## src/rtl/vram_arbiter_pkg.sv

```systemverilog
// Shared types and constants for the VRAM arbiter.
//   arb_state_t : command tracking state (idle / issued / busy)
//   owner_t     : which source owns the operation in flight
//   DEBT_*      : refresh debt counter width and thresholds
package vram_arbiter_pkg;

    typedef enum logic [1:0] {
        ST_IDLE,
        ST_ISSUED,
        ST_BUSY
    } arb_state_t;

    typedef enum logic [1:0] {
        OWN_VIDEO,
        OWN_CPU,
        OWN_REFRESH
    } owner_t;

    localparam int unsigned DEBT_W = 2;
    localparam logic [DEBT_W-1:0] DEBT_MAX    = '1;
    localparam logic [DEBT_W-1:0] DEBT_URGENT = 2'd2;

endpackage

```

## src/rtl/vram_arbiter_refresh_scheduler.sv

```systemverilog
// Refresh obligation tracker for the VRAM arbiter.
//   clk, resetn      : clock, asynchronous active-low reset
//   refresh_grant    : arbiter is issuing a refresh this cycle
//   refresh_urgent   : debt >= 2, refresh must win arbitration
//   refresh_lazy     : debt >= 1, refresh may use idle slots
//   refresh_overrun  : sticky, a new obligation arrived with debt saturated
module refresh_scheduler
    import vram_arbiter_pkg::*;
#(
    parameter int unsigned REFRESH_CYCLES = 810
) (
    input  logic clk,
    input  logic resetn,
    input  logic refresh_grant,
    output logic refresh_urgent,
    output logic refresh_lazy,
    output logic refresh_overrun
);

    localparam int unsigned CNT_W = $clog2(REFRESH_CYCLES);

    logic [CNT_W-1:0]  interval_q;
    logic [DEBT_W-1:0] debt_q;
    logic              tick;

    assign tick = (interval_q == CNT_W'(REFRESH_CYCLES - 1));

    // A new obligation and a refresh grant in the same cycle cancel out.
    always_ff @(posedge clk or negedge resetn) begin
        if (!resetn) begin
            interval_q      <= '0;
            debt_q          <= '0;
            refresh_overrun <= 1'b0;
        end else begin
            interval_q <= tick ? '0 : interval_q + CNT_W'(1);
            if (tick && !refresh_grant) begin
                if (debt_q == DEBT_MAX) begin
                    refresh_overrun <= 1'b1;
                end else begin
                    debt_q <= debt_q + DEBT_W'(1);
                end
            end else if (!tick && refresh_grant && debt_q != '0) begin
                debt_q <= debt_q - DEBT_W'(1);
            end
        end
    end

    assign refresh_urgent = (debt_q >= DEBT_URGENT);
    assign refresh_lazy   = (debt_q != '0);

endmodule

```

## src/rtl/vram_arbiter.sv

```systemverilog
// Arbitrates the SDRAM controller between video fetch, CPU and refresh.
//   clk, resetn                 : clock, asynchronous active-low reset
//   video_req/addr/ack          : video read request, one-cycle accept pulse
//   video_rdata/rvalid          : video read return
//   cpu_req/we/addr/wdata/wdm   : CPU request, held until cpu_ack
//   cpu_rdata/rvalid            : CPU read return
//   mem_read/write/refresh      : one-cycle commands, issued only when idle
//   mem_addr/din/wdm            : command payload, held between commands
//   mem_dout, mem_busy          : controller read data and busy status
//   refresh_overrun             : sticky refresh debt overflow
module vram_arbiter
    import vram_arbiter_pkg::*;
#(
    parameter int unsigned FREQ           = 54_000_000,
    parameter int unsigned REFRESH_CYCLES = 810,
    parameter int unsigned STARVE_LIMIT   = 4
) (
    input  logic        clk,
    input  logic        resetn,
    input  logic        video_req,
    input  logic [21:0] video_addr,
    output logic        video_ack,
    output logic [15:0] video_rdata,
    output logic        video_rvalid,
    input  logic        cpu_req,
    input  logic        cpu_we,
    input  logic [21:0] cpu_addr,
    input  logic [15:0] cpu_wdata,
    input  logic [1:0]  cpu_wdm,
    output logic        cpu_ack,
    output logic [15:0] cpu_rdata,
    output logic        cpu_rvalid,
    output logic        mem_read,
    output logic        mem_write,
    output logic        mem_refresh,
    output logic [21:0] mem_addr,
    output logic [15:0] mem_din,
    output logic [1:0]  mem_wdm,
    input  logic [15:0] mem_dout,
    input  logic        mem_busy,
    output logic        refresh_overrun
);

    localparam int unsigned SW = $clog2(STARVE_LIMIT + 1);

    if (FREQ == 0 || REFRESH_CYCLES < 2 || STARVE_LIMIT < 1) begin : g_bad_params
        $error("vram_arbiter: invalid parameter set");
    end

    arb_state_t    state_q, state_d;
    owner_t        owner_q, owner_d;
    logic          is_read_q, is_read_d;
    logic [SW-1:0] starve_q, starve_d;

    logic          video_ack_d, cpu_ack_d, video_rvalid_d, cpu_rvalid_d;
    logic          mem_read_d, mem_write_d, mem_refresh_d;
    logic [21:0]   mem_addr_d;
    logic [15:0]   mem_din_d, video_rdata_d, cpu_rdata_d;
    logic [1:0]    mem_wdm_d;

    logic          grant_refresh, refresh_urgent, refresh_lazy;

    refresh_scheduler #(
        .REFRESH_CYCLES (REFRESH_CYCLES)
    ) u_refresh (
        .clk             (clk),
        .resetn          (resetn),
        .refresh_grant   (grant_refresh),
        .refresh_urgent  (refresh_urgent),
        .refresh_lazy    (refresh_lazy),
        .refresh_overrun (refresh_overrun)
    );

    always_ff @(posedge clk or negedge resetn) begin
        if (!resetn) begin
            state_q      <= ST_IDLE;
            owner_q      <= OWN_VIDEO;
            is_read_q    <= 1'b0;
            starve_q     <= '0;
            video_ack    <= 1'b0;
            cpu_ack      <= 1'b0;
            video_rvalid <= 1'b0;
            cpu_rvalid   <= 1'b0;
            mem_read     <= 1'b0;
            mem_write    <= 1'b0;
            mem_refresh  <= 1'b0;
            mem_addr     <= '0;
            mem_din      <= '0;
            mem_wdm      <= '0;
            video_rdata  <= '0;
            cpu_rdata    <= '0;
        end else begin
            state_q      <= state_d;
            owner_q      <= owner_d;
            is_read_q    <= is_read_d;
            starve_q     <= starve_d;
            video_ack    <= video_ack_d;
            cpu_ack      <= cpu_ack_d;
            video_rvalid <= video_rvalid_d;
            cpu_rvalid   <= cpu_rvalid_d;
            mem_read     <= mem_read_d;
            mem_write    <= mem_write_d;
            mem_refresh  <= mem_refresh_d;
            mem_addr     <= mem_addr_d;
            mem_din      <= mem_din_d;
            mem_wdm      <= mem_wdm_d;
            video_rdata  <= video_rdata_d;
            cpu_rdata    <= cpu_rdata_d;
        end
    end

    // All outputs are registered: this block computes their next values.
    always_comb begin
        state_d        = state_q;
        owner_d        = owner_q;
        is_read_d      = is_read_q;
        starve_d       = cpu_req ? starve_q : '0;
        video_ack_d    = 1'b0;
        cpu_ack_d      = 1'b0;
        video_rvalid_d = 1'b0;
        cpu_rvalid_d   = 1'b0;
        mem_read_d     = 1'b0;
        mem_write_d    = 1'b0;
        mem_refresh_d  = 1'b0;
        mem_addr_d     = mem_addr;
        mem_din_d      = mem_din;
        mem_wdm_d      = mem_wdm;
        video_rdata_d  = video_rdata;
        cpu_rdata_d    = cpu_rdata;
        grant_refresh  = 1'b0;

        unique case (state_q)
            ST_IDLE: begin
                if (!mem_busy) begin
                    if (refresh_urgent) begin
                        grant_refresh = 1'b1;
                    end else if (cpu_req && starve_q == SW'(STARVE_LIMIT)) begin
                        cpu_ack_d = 1'b1;
                    end else if (video_req) begin
                        video_ack_d = 1'b1;
                    end else if (cpu_req) begin
                        cpu_ack_d = 1'b1;
                    end else if (refresh_lazy) begin
                        grant_refresh = 1'b1;
                    end

                    if (grant_refresh) begin
                        owner_d       = OWN_REFRESH;
                        is_read_d     = 1'b0;
                        mem_refresh_d = 1'b1;
                        state_d       = ST_ISSUED;
                    end else if (video_ack_d) begin
                        owner_d    = OWN_VIDEO;
                        is_read_d  = 1'b1;
                        mem_read_d = 1'b1;
                        mem_addr_d = video_addr;
                        state_d    = ST_ISSUED;
                        if (cpu_req && starve_q != SW'(STARVE_LIMIT)) begin
                            starve_d = starve_q + SW'(1);
                        end
                    end else if (cpu_ack_d) begin
                        owner_d     = OWN_CPU;
                        is_read_d   = !cpu_we;
                        mem_read_d  = !cpu_we;
                        mem_write_d = cpu_we;
                        mem_addr_d  = cpu_addr;
                        mem_din_d   = cpu_wdata;
                        mem_wdm_d   = cpu_wdm;
                        starve_d    = '0;
                        state_d     = ST_ISSUED;
                    end
                end
            end
            // A controller that never raises busy leaves us parked here.
            ST_ISSUED: begin
                if (mem_busy) begin
                    state_d = ST_BUSY;
                end
            end
            ST_BUSY: begin
                if (!mem_busy) begin
                    state_d = ST_IDLE;
                    if (is_read_q && owner_q == OWN_VIDEO) begin
                        video_rdata_d  = mem_dout;
                        video_rvalid_d = 1'b1;
                    end
                    if (is_read_q && owner_q == OWN_CPU) begin
                        cpu_rdata_d  = mem_dout;
                        cpu_rvalid_d = 1'b1;
                    end
                end
            end
            default: state_d = ST_IDLE;
        endcase
    end

endmodule

```

## config.mk

```make
export PLATFORM = sky130hd
export DESIGN_NAME = vram_arbiter
export DESIGN_NICKNAME = d
export VERILOG_FILES = /design/src/rtl/vram_arbiter_pkg.sv /design/src/rtl/vram_arbiter_refresh_scheduler.sv /design/src/rtl/vram_arbiter.sv
export SDC_FILE = /design/constraint.sdc
export NUM_CORES = 1
export LEC_CHECK = 0
export CAP_MARGIN = 10
export CORE_MARGIN = 2
export CORE_UTILIZATION = 47
export CTS_CLUSTER_SIZE = 8
export DETAILED_ROUTE_END_ITERATION = 6
export PLACE_DENSITY_LB_ADDON = 0.25
export SYNTH_ARGS = -nofsm -noshare
export SYNTH_HDL_FRONTEND = slang
export SYNTH_HIERARCHICAL = 1
export SYNTH_SLANG_ARGS = --single-unit
```

## constraint.sdc

```tcl
create_clock -name clk -period 4.87 [get_ports clk]
set_input_delay 0.974 -clock clk [delete_from_list [all_inputs] [get_ports clk]]
set_output_delay 0.974 -clock clk [all_outputs]
set_load 0.02 [all_outputs]
```

* After elaboration in Yosys (flattened, before gate mapping)
Cells that the tools add are included.
** Storage, ports and cells
- Register bits after elaboration :: 100
- Bits in latches :: 0
- Memory bits (writable) :: 0
- Memory bits (read-only) :: 0
- Output and inout bits :: 80
- Memories kept :: 0
** Cells by class
- $add $sub $neg :: 4
- $mul :: 0
- Div/mod/pow operators :: 0
- Order comparisons :: 1
- Equality and inequality tests :: 12
- Shift-type cells :: 0
- Multiplexer cells :: 68
- Bitwise gates (word level) :: 3
- Reduce and logical (&&, ||, !) cells :: 24
** Operator list (count)
- two-way mux 1 bit :: 46
- two-way mux 22 bit :: 2
- two-way mux 2 bit :: 11
- two-way mux 3 bit :: 7
- adder 10 x 1 -> 10 bit (second input constant) :: 1
- equality test 10 bit (second input constant) :: 1
- two-way mux 10 bit :: 1
- AND reduction 3 bit :: 3
- != test 2 bit (second input constant) :: 4
- AND reduction 4 bit :: 2
- logical AND 1 bit :: 7
- one-hot mux 2 bit (3 select lines) :: 1
- nonzero test 2 bit :: 3
- AND reduction 5 bit :: 1
- equality test 2 x 1 -> 1 bit (second input constant) :: 2
- equality test 2 bit (second input constant) :: 2
- zero test 2 bit :: 2
- != test 4 x 3 -> 1 bit (second input constant) :: 1
- AND reduction 2 bit :: 2
- adder 3 x 1 -> 3 bit (second input constant) :: 1
- equality test 3 bit (second input constant) :: 1
- zero test 1 bit :: 3
- != test 3 bit (second input constant) :: 1
- NOT 1 bit :: 3
- 4 further kinds :: 4

* Depth between registers and ports, before layout
Gate-level depths: netlist of run 1.
- Word-level depth :: 14
- Depth in mapped cells :: 8
- Gate-level depth less buffers :: 7

* Cells and area by module
Netlist of run 1, hierarchy kept.
** Modules (own cells, without submodules)
- vram_arbiter :: instances 1, cells each 291, area each 3602.2 sq um
- refresh_scheduler :: instances 1, cells each 67, area each 681.9 sq um

* Worst setup path after synthesis of run 1
Ideal clock, no wire load.
- Path type :: input to register
- From :: in mem_busy
- To :: reg mem_din[0]
- Library setup time :: 0.125 ns
- Arrival :: 2.434 ns
- Data required time :: 4.745 ns
- Path slack :: 2.311 ns
- Stages on the path :: 5
- Buffers on the path :: 2
- Cell sequence :: or4_4 -> buf_6 -> a2111oi_4 -> buf_6 -> mux2_4
** On the way
- Longest elaborated chain between the ends :: 2
** Ends and longest elaborated chain
- start, declared :: RTL line vram_arbiter.sv:40 : input logic mem_busy,
- NOT 1 bit (no source line)
- AND reduction 5 bit (no source line)
- end signal, assigned :: RTL line vram_arbiter.sv:105 : mem_din <= mem_din_d;
- end, declared :: RTL line vram_arbiter.sv:37 : output logic [15:0] mem_din,
Every way passes these cells.
A chain may end at the register's enable or synchronous reset.

* Final worst setup path of run 1
- From :: in mem_busy
- To :: reg cpu_rdata[6]
** On the way
- Longest elaborated chain between the ends :: 2
** Ends and longest elaborated chain
- NOT 1 bit (no source line)
- AND reduction 3 bit (no source line)
- end signal, assigned :: RTL line vram_arbiter.sv:108 : cpu_rdata <= cpu_rdata_d;
- end, declared :: RTL line vram_arbiter.sv:31 : output logic [15:0] cpu_rdata,
Every way passes these cells.

==> impl.org, run 1 <==
** Finish
- Layout Area Growth over Synthesis :: 43.9%
- Share of cells above drive strength 1 :: 15.1%
- Post-layout utilization of the core :: 70.4%
- The number of antenna diodes in the final layout is 0.
- Once layout is done, the placed cells without fillers occupy 6170 µm².
- Count of non-filler cells in the finished layout :: 632
- For this run, the post-layout net count is 607.

** Critical path
- End point of the critical path :: cpu_rdata[6]
- STA classifies the critical path startpoint as an input pin.
- CP max FO :: 17
- The worst register-to-register path ends at mem_wdm[0].
- STA puts the critical path data required time at 5120 ps.
- At the worst endpoint, the arrival time is 3100 ps.
- Reg2Reg Launch Point :: u_refresh/debt_q[1]
- Tracing the worst setup path back leads to its startpoint at mem_busy.
- Type of element capturing the critical path :: flip-flop
- The worst register-to-register path has a depth of 4.
- The worst setup path is of the in -> reg kind.
- The worst register-to-register path has a setup slack of 2450 ps.

** STA
- Count of final hold-check violations :: 0
- The number of slew-limit violations in the final report came to 0.
- Dividing the final minimum period by the clock period gives 58.5%.
- Clock tree skew after final layout :: 15.7 ps
- Worst hold slack :: 490 ps
- Max-Slew Margin vs Limit :: 25.4%
- After routing, the total negative slack on setup checks comes to 0 ps.
- Worst-Margin Slew :: 1120 ps
- Setup violations remaining at the end of the flow were counted as 0.
- Static timing analysis puts the maximum clock frequency at 351 MHz.
- For the finished layout, the period the worst path requires is 2850 ps.
- Final Worst Setup Slack :: 2020 ps
- Setup repair after global routing left no endpoint under its margin.

** Clock network
- Number of buffers between clock root and the deepest sink :: 2
- Number of H-tree levels :: 3
- After clock tree synthesis, the clock-pin slew on the worst setup and hold paths is 100 ps.
- Post-CTS Hold Fix Bufs :: 0
- TritonCTS built the clock tree.
- Number of resized instances in the post-cts repair step :: 0
- Buffers inserted during clock tree synthesis total 9.
- Buffer type at the clock tree root :: clkbuf_8
- The clock net in this run drives a total of 100 sinks.
- After clock tree synthesis, the setup repair step added 0 buffers.
- Clock latency on the worst-skew pair, taken at its later pin, is 370 ps.

** Power
- Maximum vdd ir drop :: 260 µV
- Dividing total power by cell area gives a power density of 504 nW/µm².
- Overall power consumption after layout is estimated at 3.11 mW.
- Leakage :: 2.68 nW

** Logic synthesis
- Ranked by total cell area, the synthesized netlist is headed by dfrtp_1, mux2_2, mux2_4.
- Of all flip-flops after synthesis, the portion carrying an async set or reset was 100%.
- The number of different library cells used by synthesis comes to 45.
- Multiplexer cells account for 14.6% of the synthesized area.
- Synthesis produced a netlist whose cell count is 358.
- The synthesized netlist devotes 1.64% of its cell area to XOR and XNOR gates.
- Dividing the synthesized area by the synthesized cell count gives 12.0 µm².
- Of the post-synthesis cell area, the dominant cell type holds 58.4%.
- By area, the combinational part of the netlist is dominated by multiplexers.
- In this run, synthesis produced a sequential element count of 100.
- Library cell with the largest summed area after synthesis :: dfrtp_1
- The synthesized netlist devotes 1.17% of its cell area to adder and majority cells.
- After synthesis the cells add up to 4280 µm².
- Dominant synthesized flop cell :: dfrtp_1
- The number of nets in the synthesized netlist is 446.
- Total number of yosys warnings :: 6
- Count of flip-flops with a built-in enable after synthesis :: 0
- For this run, the register share of the synthesized area comes to 58.4%.
- Summing the areas of all and, or, nand and nor instances in the mapped netlist gives 14.4% of the synthesized area.
- Synth Area in Compound Gates :: 6.89%

** Drt
- The first routing iteration left 73 violations.
- The first detailed-routing pass took 4 iterations.
- For this run, design rule violations remaining after detail routing come to 0.
- Wire length per cell after detailed routing :: 15.9 µm
- Using the TritonRoute via totals, the vias-per-cell ratio works out to 5.19.
- Total via count after detailed routing :: 3,279
- The detail route stage leaves a number of antenna-violating nets equal to 0.
- Total routed wirelength :: 10,000 µm

** GRT
- The via count of the first global-routing pass was 3,220.
- Overflow left after global routing :: 0
- Antenna violations before repair :: 0
- Global routing consumed, over all layers together, 21.0% of the routing resources.
- Entering global routing, the biggest net connects 73 pins.
- The first global-routing pass estimated 16,400 µm of wire.

** Floorplanning
- Initial core utilization :: 48.9%
- The floorplan has 34 rows.
- The floorplan step set the die width to 99.5 µm.
- The die is 99.5 µm tall.
- Placeable Area :: 8760 µm²
- Top-level I/O count :: 164
- The floorplan step defined a die boundary enclosing 9900 µm².

** Place
- Placed cell area :: 5980 µm²
- RePlAce Congestion :: 0.828
- I/O Buffers :: 163
- Pre-CTS setup slack :: 1670 ps
- Placed wire-length estimate after detailed placement :: 7410 µm
- Counting tap cells, the placed design contains a total of 616 instances.

** Worst hold path
- Hold Crit Start :: u_refresh/refresh_overrun
- The path class of the tightest hold or removal check is reg -> reg.

** Status
- The flow ran to the end, and the final reports show no timing, DRC or antenna violations.

** Job
- Across the run, the number of max-cap violations was 0.
## area by class of cell
| class | count | area [µm²] |
|---|---|---|
| Multi-Input combinational cell | 235 | 1660 |
| Fill cell | 622 | 2600 |
| Clock inverter | 7 | 62.6 |
| Timing Repair Buffer | 167 | 1660 |
| Tap cell | 108 | 135 |
| Sequential cell | 100 | 2500 |
| Inverter | 6 | 22.5 |
| Clock buffer | 9 | 124 |
## worst min-delay path by stage
stage | end | cells after the start
2_1_floorplan | is_read_q | 1
3_3_place_gp | u_refresh/refresh_overrun | 1
3_5_place_dp | u_refresh/refresh_overrun | 1
4_1_cts | u_refresh/refresh_overrun | 1
5_1_grt | is_read_q | 1
6_report | u_refresh/refresh_overrun | 1
## logic make-up (layout without fill, tap and decap cells)
logic type,count (synthesis),after routing
AO/OA/AOI/OAI,43,43
XOR/XNOR,8,8
adder cells (fa/ha/maj),4,4
buffers and inverters,23,189
flip-flops,100,100
multiplexers,50,50
AND/OR/NAND/NOR,130,130
## cells in the final DEF (no fill, tap or decap), types with 2 or more instances in the layout
| master | Yosys | final |
|---|---|---|
| mux2_4 | 17 | 17 |
| nor3_1 | 6 | 6 |
| xor2_1 | 4 | 4 |
| nor2b_1 | 2 | 2 |
| a31oi_1 | 22 | 22 |
| clkdlybuf4s50_1 | 0 | 162 |
| inv_6 | 0 | 5 |
| ha_1 | 4 | 4 |
| mux2_2 | 33 | 33 |
| nor2_1 | 38 | 38 |
| nor4b_1 | 2 | 2 |
| nand4_1 | 3 | 3 |
| o21ai_0 | 4 | 4 |
| xnor2_1 | 4 | 4 |
| nand2_1 | 59 | 59 |
| o22a_1 | 2 | 2 |
| nand3_1 | 4 | 4 |
| dfrtp_1 | 100 | 100 |
| clkbuf_8 | 0 | 9 |
| inv_1 | 6 | 6 |
| buf_4 | 0 | 5 |
| nand2b_1 | 2 | 2 |
| a21oi_1 | 7 | 7 |
## cells in the mapped netlist, types with 2 or more instances
master,instances
xnor2_1,4
nand4_1,3
nor4b_1,2
clkbuf_1,9
mux2_4,17
buf_6,4
nand2b_1,2
a21oi_1,7
xor2_1,4
o21ai_0,4
nand3_1,4
nor2_1,38
ha_1,4
buf_2,3
nor2b_1,2
dfrtp_1,100
mux2_2,33
nand2_1,59
inv_1,6
nor3_1,6
a31oi_1,22
o22a_1,2
## worst max-delay path: stages
cell	delay (ps)
clkdlybuf4s50_1	480
nor4_1	590
nand2_1	600
mux2_2	460
## state kept, by name, summed over array words and instances, names as in the netlist
signal	cells
mem_read	1
u_refresh/interval_q	10
mem_din	16
mem_refresh	1
video_rvalid	1
owner_q	2
cpu_rvalid	1
starve_q	3
video_ack	1
mem_addr	22
state_q	2
is_read_q	1
mem_write	1
u_refresh/refresh_overrun	1
mem_wdm	2
u_refresh/debt_q	2
video_rdata	16
cpu_rdata	16
cpu_ack	1
## layer usage
layer	vias to the layer above	GRT usage (%)	wire (µm)
li1	1549	-	-
met1	1607	28.6	4400
met2	105	33.3	4940
met3	18	4.22	440
met4	0	8.11	257
met5	-	0	0
## where the power goes
group | internal (mW) | total [mW] | switching, mW
Clock | 0.199 | 0.511 | 0.313
Combinational | 0.727 | 1.35 | 0.618
Sequential | 1.10 | 1.25 | 0.148
Total | 2.03 | 3.11 | 1.08
Power figures use the tool's default switching activity.
==> inputs of run 2 (changes only) <==
--- a/config.mk
+++ b/config.mk
@@ -7,7 +7,7 @@
 export LEC_CHECK = 0
 export CAP_MARGIN = 10
 export CORE_MARGIN = 2
-export CORE_UTILIZATION = 47
+export CORE_UTILIZATION = 40
 export CTS_CLUSTER_SIZE = 8
 export DETAILED_ROUTE_END_ITERATION = 6
 export PLACE_DENSITY_LB_ADDON = 0.25
==> constraint.sdc (replaced) <==
create_clock -name clk -period 2.5 [get_ports clk]
set_input_delay 0.5 -clock clk [delete_from_list [all_inputs] [get_ports clk]]
set_output_delay 0.5 -clock clk [all_outputs]
set_load 0.02 [all_outputs]
==> impl.org, run 2 (same netlist as run 1, synthesis figures left out) <==
** Clock network
- TritonCTS built the clock tree.
- After clock tree synthesis, the clock-pin slew on the worst setup and hold paths is 100 ps.
- CTS Buf Count :: 9
- Setup Buffers After CTS :: 0
- Post-CTS Hold Fix Bufs :: 0
- Number of H-tree levels :: 3
- The later pin in the worst-skew pair is clocked with a latency of 350 ps.
- The clock passes through at most 2 buffers.
- TritonCTS sink count :: 100
- The cell sitting at the root of the clock tree is a clkbuf_8.
- Post-CTS repair changed the size of 0 cells.

** STA
- Worst-Margin Slew :: 588 ps
- Setup violations remaining at the end of the flow were counted as 0.
- Based on the critical path, the design can be clocked at up to 469 MHz.
- The number of hold violations in the final report is 0.
- Setup slack closes at 367 ps.
- Clock tree skew after final layout :: 11.2 ps
- Setup repair after global routing left no endpoint under its margin.
- Setup total negative slack on the finished layout was measured at 0 ps.
- The worst path in the final design needs a cycle of 2130 ps, including I/O delays and setup.
- Headroom to the max-slew limit came out at 60.8%.
- The number of slew-limit violations in the final report is 0.
- The worst path uses 85.3% of the clock period.

** GRT
- The first global-routing pass estimated 16,500 µm of wire.
- Entering global routing, the biggest net connects 47 pins.
- The total overflow left after global routing is 0.
- For this run, the total global-route usage over all layers was measured as 18.1%.
- Via count of the first global-routing pass :: 3,301
- Antenna violations before repair :: 0

** Finish
- In the layout the commonest cells are clkdlybuf4s50_1, dfrtp_1, nand2_1.
- Count of non-filler cells in the finished layout :: 670
- Max FFs per register :: 22
- At the end of the flow the core is filled with cells to 61.7%.
- Count of fill cells added during filler insertion :: 872
- Share of cells above drive strength 1 :: 16.7%
- The finished cells cover 6400 µm².
- The area growth from synthesis to layout is 49.3%.
- The library cell used most frequently in the layout, excluding fill and tap cells, is clkdlybuf4s50_1.
- The repair_antennas step left the layout with diodes totalling 0.
- Ranked by flip-flop count, first place goes to mem_addr.
- After the last flow step, the layout net total stands at 617.

** Power
- The worst-case IR drop observed on VDD is 484 µV.
- Total power per unit cell area :: 993 nW/µm²
- Leakage :: 2.78 nW

** Drt
- Post-route antenna net violation count :: 0
- Wire length per cell after detailed routing :: 15.2 µm
- After detailed routing, the total wire length is 10,200 µm.
- The routed layout has 3,298 vias.
- The first routing iteration left 145 violations.
- Dividing the detail-routed via count by the number of cells gives 4.92.
- First-pass iteration count of the detailed router :: 6
- In the routed design, unresolved DRC markers number 0.

** Status
- Run status :: completed

** Critical path
- The setup check on the worst reg-to-reg path leaves a slack of 370 ps.
- CP max FO :: 21
- Type of element capturing the critical path :: flip-flop
- Critical path class :: in -> reg
- Data required time at the worst endpoint :: 2750 ps
- For the worst setup path, the data arrival time is 2380 ps.
- Among all stages on the critical path, the largest delay is contributed by or4_4.
- Walking the worst path, the cells encountered are clkdlybuf4s50_1, or4_4, a2111oi_4, buf_12, mux2_2.
- Delay of the slowest critical-path stage :: 450 ps
- Setup crit start kind :: input pin

** Place
- Placed cell area :: 6140 µm²
- The congestion estimate from routability-driven global placement came to 0.734.
- In this run the tool buffered the top-level ports with 163 buffer cells.
- The HPWL after detailed placement is 7600 µm.
- Before CTS, the worst setup slack after placement is 6.01 ps.
- Count of placed standard cells including taps :: 654

** Worst hold path
- The worst hold path belongs to the class in -> async.

** Floorplanning
- From bottom edge to top edge, the die measures 107 µm.
- The die covers 11,600 µm².
- Placeable Area :: 10,400 µm²
- Standard-cell rows :: 37
- Top-level I/O count :: 164
- The die is 107 µm wide.
- Initial core utilization :: 41.3%

** Job
- Across the run, the number of max-cap violations was 0.
[run 2: cell types whose count changed in the layout (fill, tap and decap cells not counted)]
cell	before	now
buf_4	5	11
clkbuf_8	9	10
clkinv_4	0	1
inv_6	5	1
buf_12	0	4
clkinvlp_4	1	0
bufinv_16	0	3
[run 2: where the power goes]
group          internal [mW]  leakage [nW]  total, mW  switching, mW
clock network          0.705         0.129       1.27          0.562
logic                   1.44          1.42       2.64           1.20
registers               2.15          1.24       2.45          0.301
[run 2: path summary, 6_finish.rpt]
check                                 from             to  depth (start not counted)
worst min register to register   is_read_q      is_read_q                          1
worst min-delay path                resetn  cpu_rdata[10]                          1
min in group clk                 is_read_q      is_read_q                          1
worst max register to register  state_q[0]     mem_wdm[0]                          4
max in group asynchronous           resetn   mem_addr[12]                          2
worst max-delay path              mem_busy     mem_wdm[0]                          5
[run 2: worst max-delay path: cells and delay by family]
family	cells	cell delay [ps]
and+or+nand+nor	1	450
muxes	1	350
buffers and inverters	2	670
AOI/OAI and AO/OA	1	380
[run 2: through the flow]
stage,power (mW),hold slack [ps]
finish,6.35,128
detailed placement,5.15,465
global placement,5.08,469
floorplan,3.76,204
CTS,6.42,140
global route,6.70,152
[run 2: per-layer routing]
metal	vias up	track usage [%]	part of all wire, %
met5	-	0	0
met4	0	6.87	2.0
met3	14	2.91	4.3
met2	101	29.9	50
met1	1610	24.1	44
li1	1573	-	-
[run 2: area by class of cell]
type | instances | area, µm² | share of cell area (%)
Sequential cell | 100 | 2500 | 39.1
Timing Repair Buffer | 177 | 1780 | 27.9
Multi-Input combinational cell | 235 | 1660 | 26.0
Tap cell | 136 | 170 | 2.66
Clock buffer | 10 | 138 | 2.15
Clock inverter | 6 | 119 | 1.86
Inverter | 6 | 22.5 | 0.352
==> inputs of run 3 (changes only) <==
--- a/config.mk
+++ b/config.mk
@@ -6,7 +6,7 @@
 export NUM_CORES = 1
 export LEC_CHECK = 0
 export CAP_MARGIN = 10
-export CORE_MARGIN = 2
+export CORE_MARGIN = 3
 export CORE_UTILIZATION = 40
 export CTS_CLUSTER_SIZE = 8
 export DETAILED_ROUTE_END_ITERATION = 6
==> impl.org, run 3 (same netlist as run 1, synthesis figures left out) <==
** Status
- The flow ran to the end, and the final reports show no timing, DRC or antenna violations.

** GRT
- Antenna violations before repair :: 0
- Overflow left after global routing :: 0
- Pin count of the biggest net entering global routing :: 71
- Via count of the first global-routing pass :: 3,185
- GR Util All Layers :: 16.6%
- First-pass GRT wire length :: 15,700 µm

** STA
- Setup repair after global routing left no endpoint under its margin.
- The number of slew-limit violations in the final report is 0.
- Final critical-path required period :: 2150 ps
- For the pin with the worst max-slew slack, the measured transition is 510 ps.
- Summed over all failing endpoints, the final setup total negative slack is 0 ps.
- On the final layout, the worst clock skew is 15.2 ps.
- Max-Slew Margin vs Limit :: 65.7%
- The worst path uses 86.1% of the clock period.
- Count of final hold-check violations :: 0
- Worst hold slack :: 68.4 ps
- Timing would allow up to 465 MHz.
- Total of endpoints with negative setup slack in the final report :: 0

** Critical path
- Type of element capturing the critical path :: flip-flop
- Delay of the slowest critical-path stage :: 450 ps
- CP max FO :: 21
- At the worst endpoint, the arrival time is 2400 ps.
- The setup path with the least slack is of type in -> reg.
- The worst register-to-register path begins at state_q[0].
- Data required time at the worst endpoint :: 2740 ps
- Chain of cells forming the critical path :: clkdlybuf4s50_1, or4_4, a2111oi_4, buf_12, mux2_2
- Setup crit start kind :: input pin
- Crit Reg-Reg Endpoint :: mem_wdm[0]
- The slowest stage of the critical path belongs to the cell or4_4.
- Reg-to-reg slack, setup :: 360 ps
- Counting cells, the worst reg-to-reg path comes to 4.

** Finish
- mem_addr holds more flip-flops than any other register.
- The top cell types in the final layout, fill and taps aside, are clkdlybuf4s50_1, dfrtp_1, nand2_1.
- From synthesis to final layout, the design area changed by 46.8%.
- After the last flow step, the layout net total stands at 614.
- Post-route standard cell area excluding fillers :: 6290 µm²
- Share of cells above drive strength 1 :: 16.0%
- Ant diodes :: 0
- Counting the fill cells in the layout gives 872.
- The register with the most flip-flops in the layout has 22 of them.
- Leaving out fill and tap cells, the most frequent cell in the layout is clkdlybuf4s50_1.

** Drt
- DR DRC count :: 0
- After detailed routing, the number of vias per cell comes to 4.92.
- First DRT Iteration DRCs :: 149
- Post-route antenna net violation count :: 0
- The first detailed-routing pass took 4 iterations.
- Wire length per cell after detailed routing :: 15.4 µm
- Total via count after detailed routing :: 3,284
- Total routed wirelength :: 10,300 µm

** Floorplanning
- Once the floorplan was initialized, standard cells occupied 41.3% of the core.
- Standard-cell rows :: 37
- Die Y-Extent :: 109 µm
- In this run the horizontal extent of the chip is 109 µm.
- 164 I/O pins were placed.
- Die Outline Area :: 12,000 µm²
- After floorplanning, the core was sized to cover 10,400 µm².

** Power
- Of the total power, registers draw 40.7%.
- The worst-case IR drop observed on VDD is 456 µV.
- Internal cell power :: 3.96 mW
- Switching share of total power :: 34.4%
- Summed over all nets, the switching power comes to 2.07 mW.
- The clock network burns 15.3% of the power.
- Combinational cells account for 44.0% of the total power.
- Total power per unit cell area :: 958 nW/µm²
- Leakage :: 2.72 nW

** Clock network
- After clock tree synthesis, the clock-pin slew on the worst setup and hold paths is 100 ps.
- Number of H-tree levels :: 3
- Setup Buffers After CTS :: 0
- Hold repair after CTS inserted 0 buffers.
- Buffer type at the clock tree root :: clkbuf_8
- Number of buffers between clock root and the deepest sink :: 2
- CTS Buf Count :: 9
- Worst-skew pair later-pin latency :: 350 ps
- TritonCTS built the clock tree.
- For this design, the sink count on the clock tree is 100.
- Number of resized instances in the post-cts repair step :: 0

** Place
- Placed cell area :: 6120 µm²
- The congestion estimate from routability-driven global placement came to 0.777.
- Port buffering added 163 buffers.
- Placed wire-length estimate after detailed placement :: 7640 µm

** Worst hold path
- The path class of the tightest hold or removal check is in -> async.

** Job
- Across the run, the number of max-cap violations was 0.
[run 3: power by group through the flow]
stage / Combinational [mW] / Clock [mW] / Sequential, mW
after floorplan: 0.681 / 0 / 3.08
after global placement: 2.62 / 0 / 2.46
after detailed placement: 2.68 / 0 / 2.49
after CTS: 2.68 / 0.958 / 2.46
after global routing: 2.81 / 1.02 / 2.52
final: 2.65 / 0.922 / 2.46
[run 3: worst max-delay path by stage]
stage,start,end,slack [ps],cells after the start
4_1_cts,mem_busy,mem_wdm[0],370,5
2_1_floorplan,u_refresh/debt_q[1],mem_din[0],220,7
3_3_place_gp,mem_busy,mem_wdm[0],8,5
6_report,mem_busy,mem_wdm[0],350,5
5_1_grt,state_q[0],mem_wdm[0],310,4
3_5_place_dp,mem_busy,mem_wdm[0],-20,5
[run 3: through the flow]
step	utilization [%]	setup WS, ps	power (mW)	instances
3_5_place_dp	59.0	-18.5	5.17	651
2_1_floorplan	-	216	3.76	358
4_1_cts	60.7	371	6.10	667
6_report	60.7	348	6.03	667
5_1_grt	60.7	305	6.36	667
3_3_place_gp	59.0	8.33	5.08	651
[run 3: worst max-delay path: cells and delay by family]
kind	cells	cell delay [ps]
and+or+nand+nor	1	450
muxes	1	350
buffers and inverters	2	680
AOI/OAI and AO/OA	1	400
[run 3: final cells by class]
cell class | instances | area (µm²) | area share [%]
clock buffers | 10 | 128 | 2.03
repair buffers | 174 | 1760 | 28.0
well taps | 136 | 170 | 2.70
flip-flops and latches | 100 | 2500 | 39.8
inverters | 6 | 22.5 | 0.358
multi-input cells | 235 | 1660 | 26.4
clock inverters | 6 | 46.3 | 0.736
[run 3: metal layers]
metal  track usage (%)  vias to the layer above  wire (µm)
li1                  -                     1564          -
met2              28.6                       89       5270
met4              4.27                        0        152
met1              20.9                     1616       4210
met3              4.35                       15        645
met5                 0                        -          0
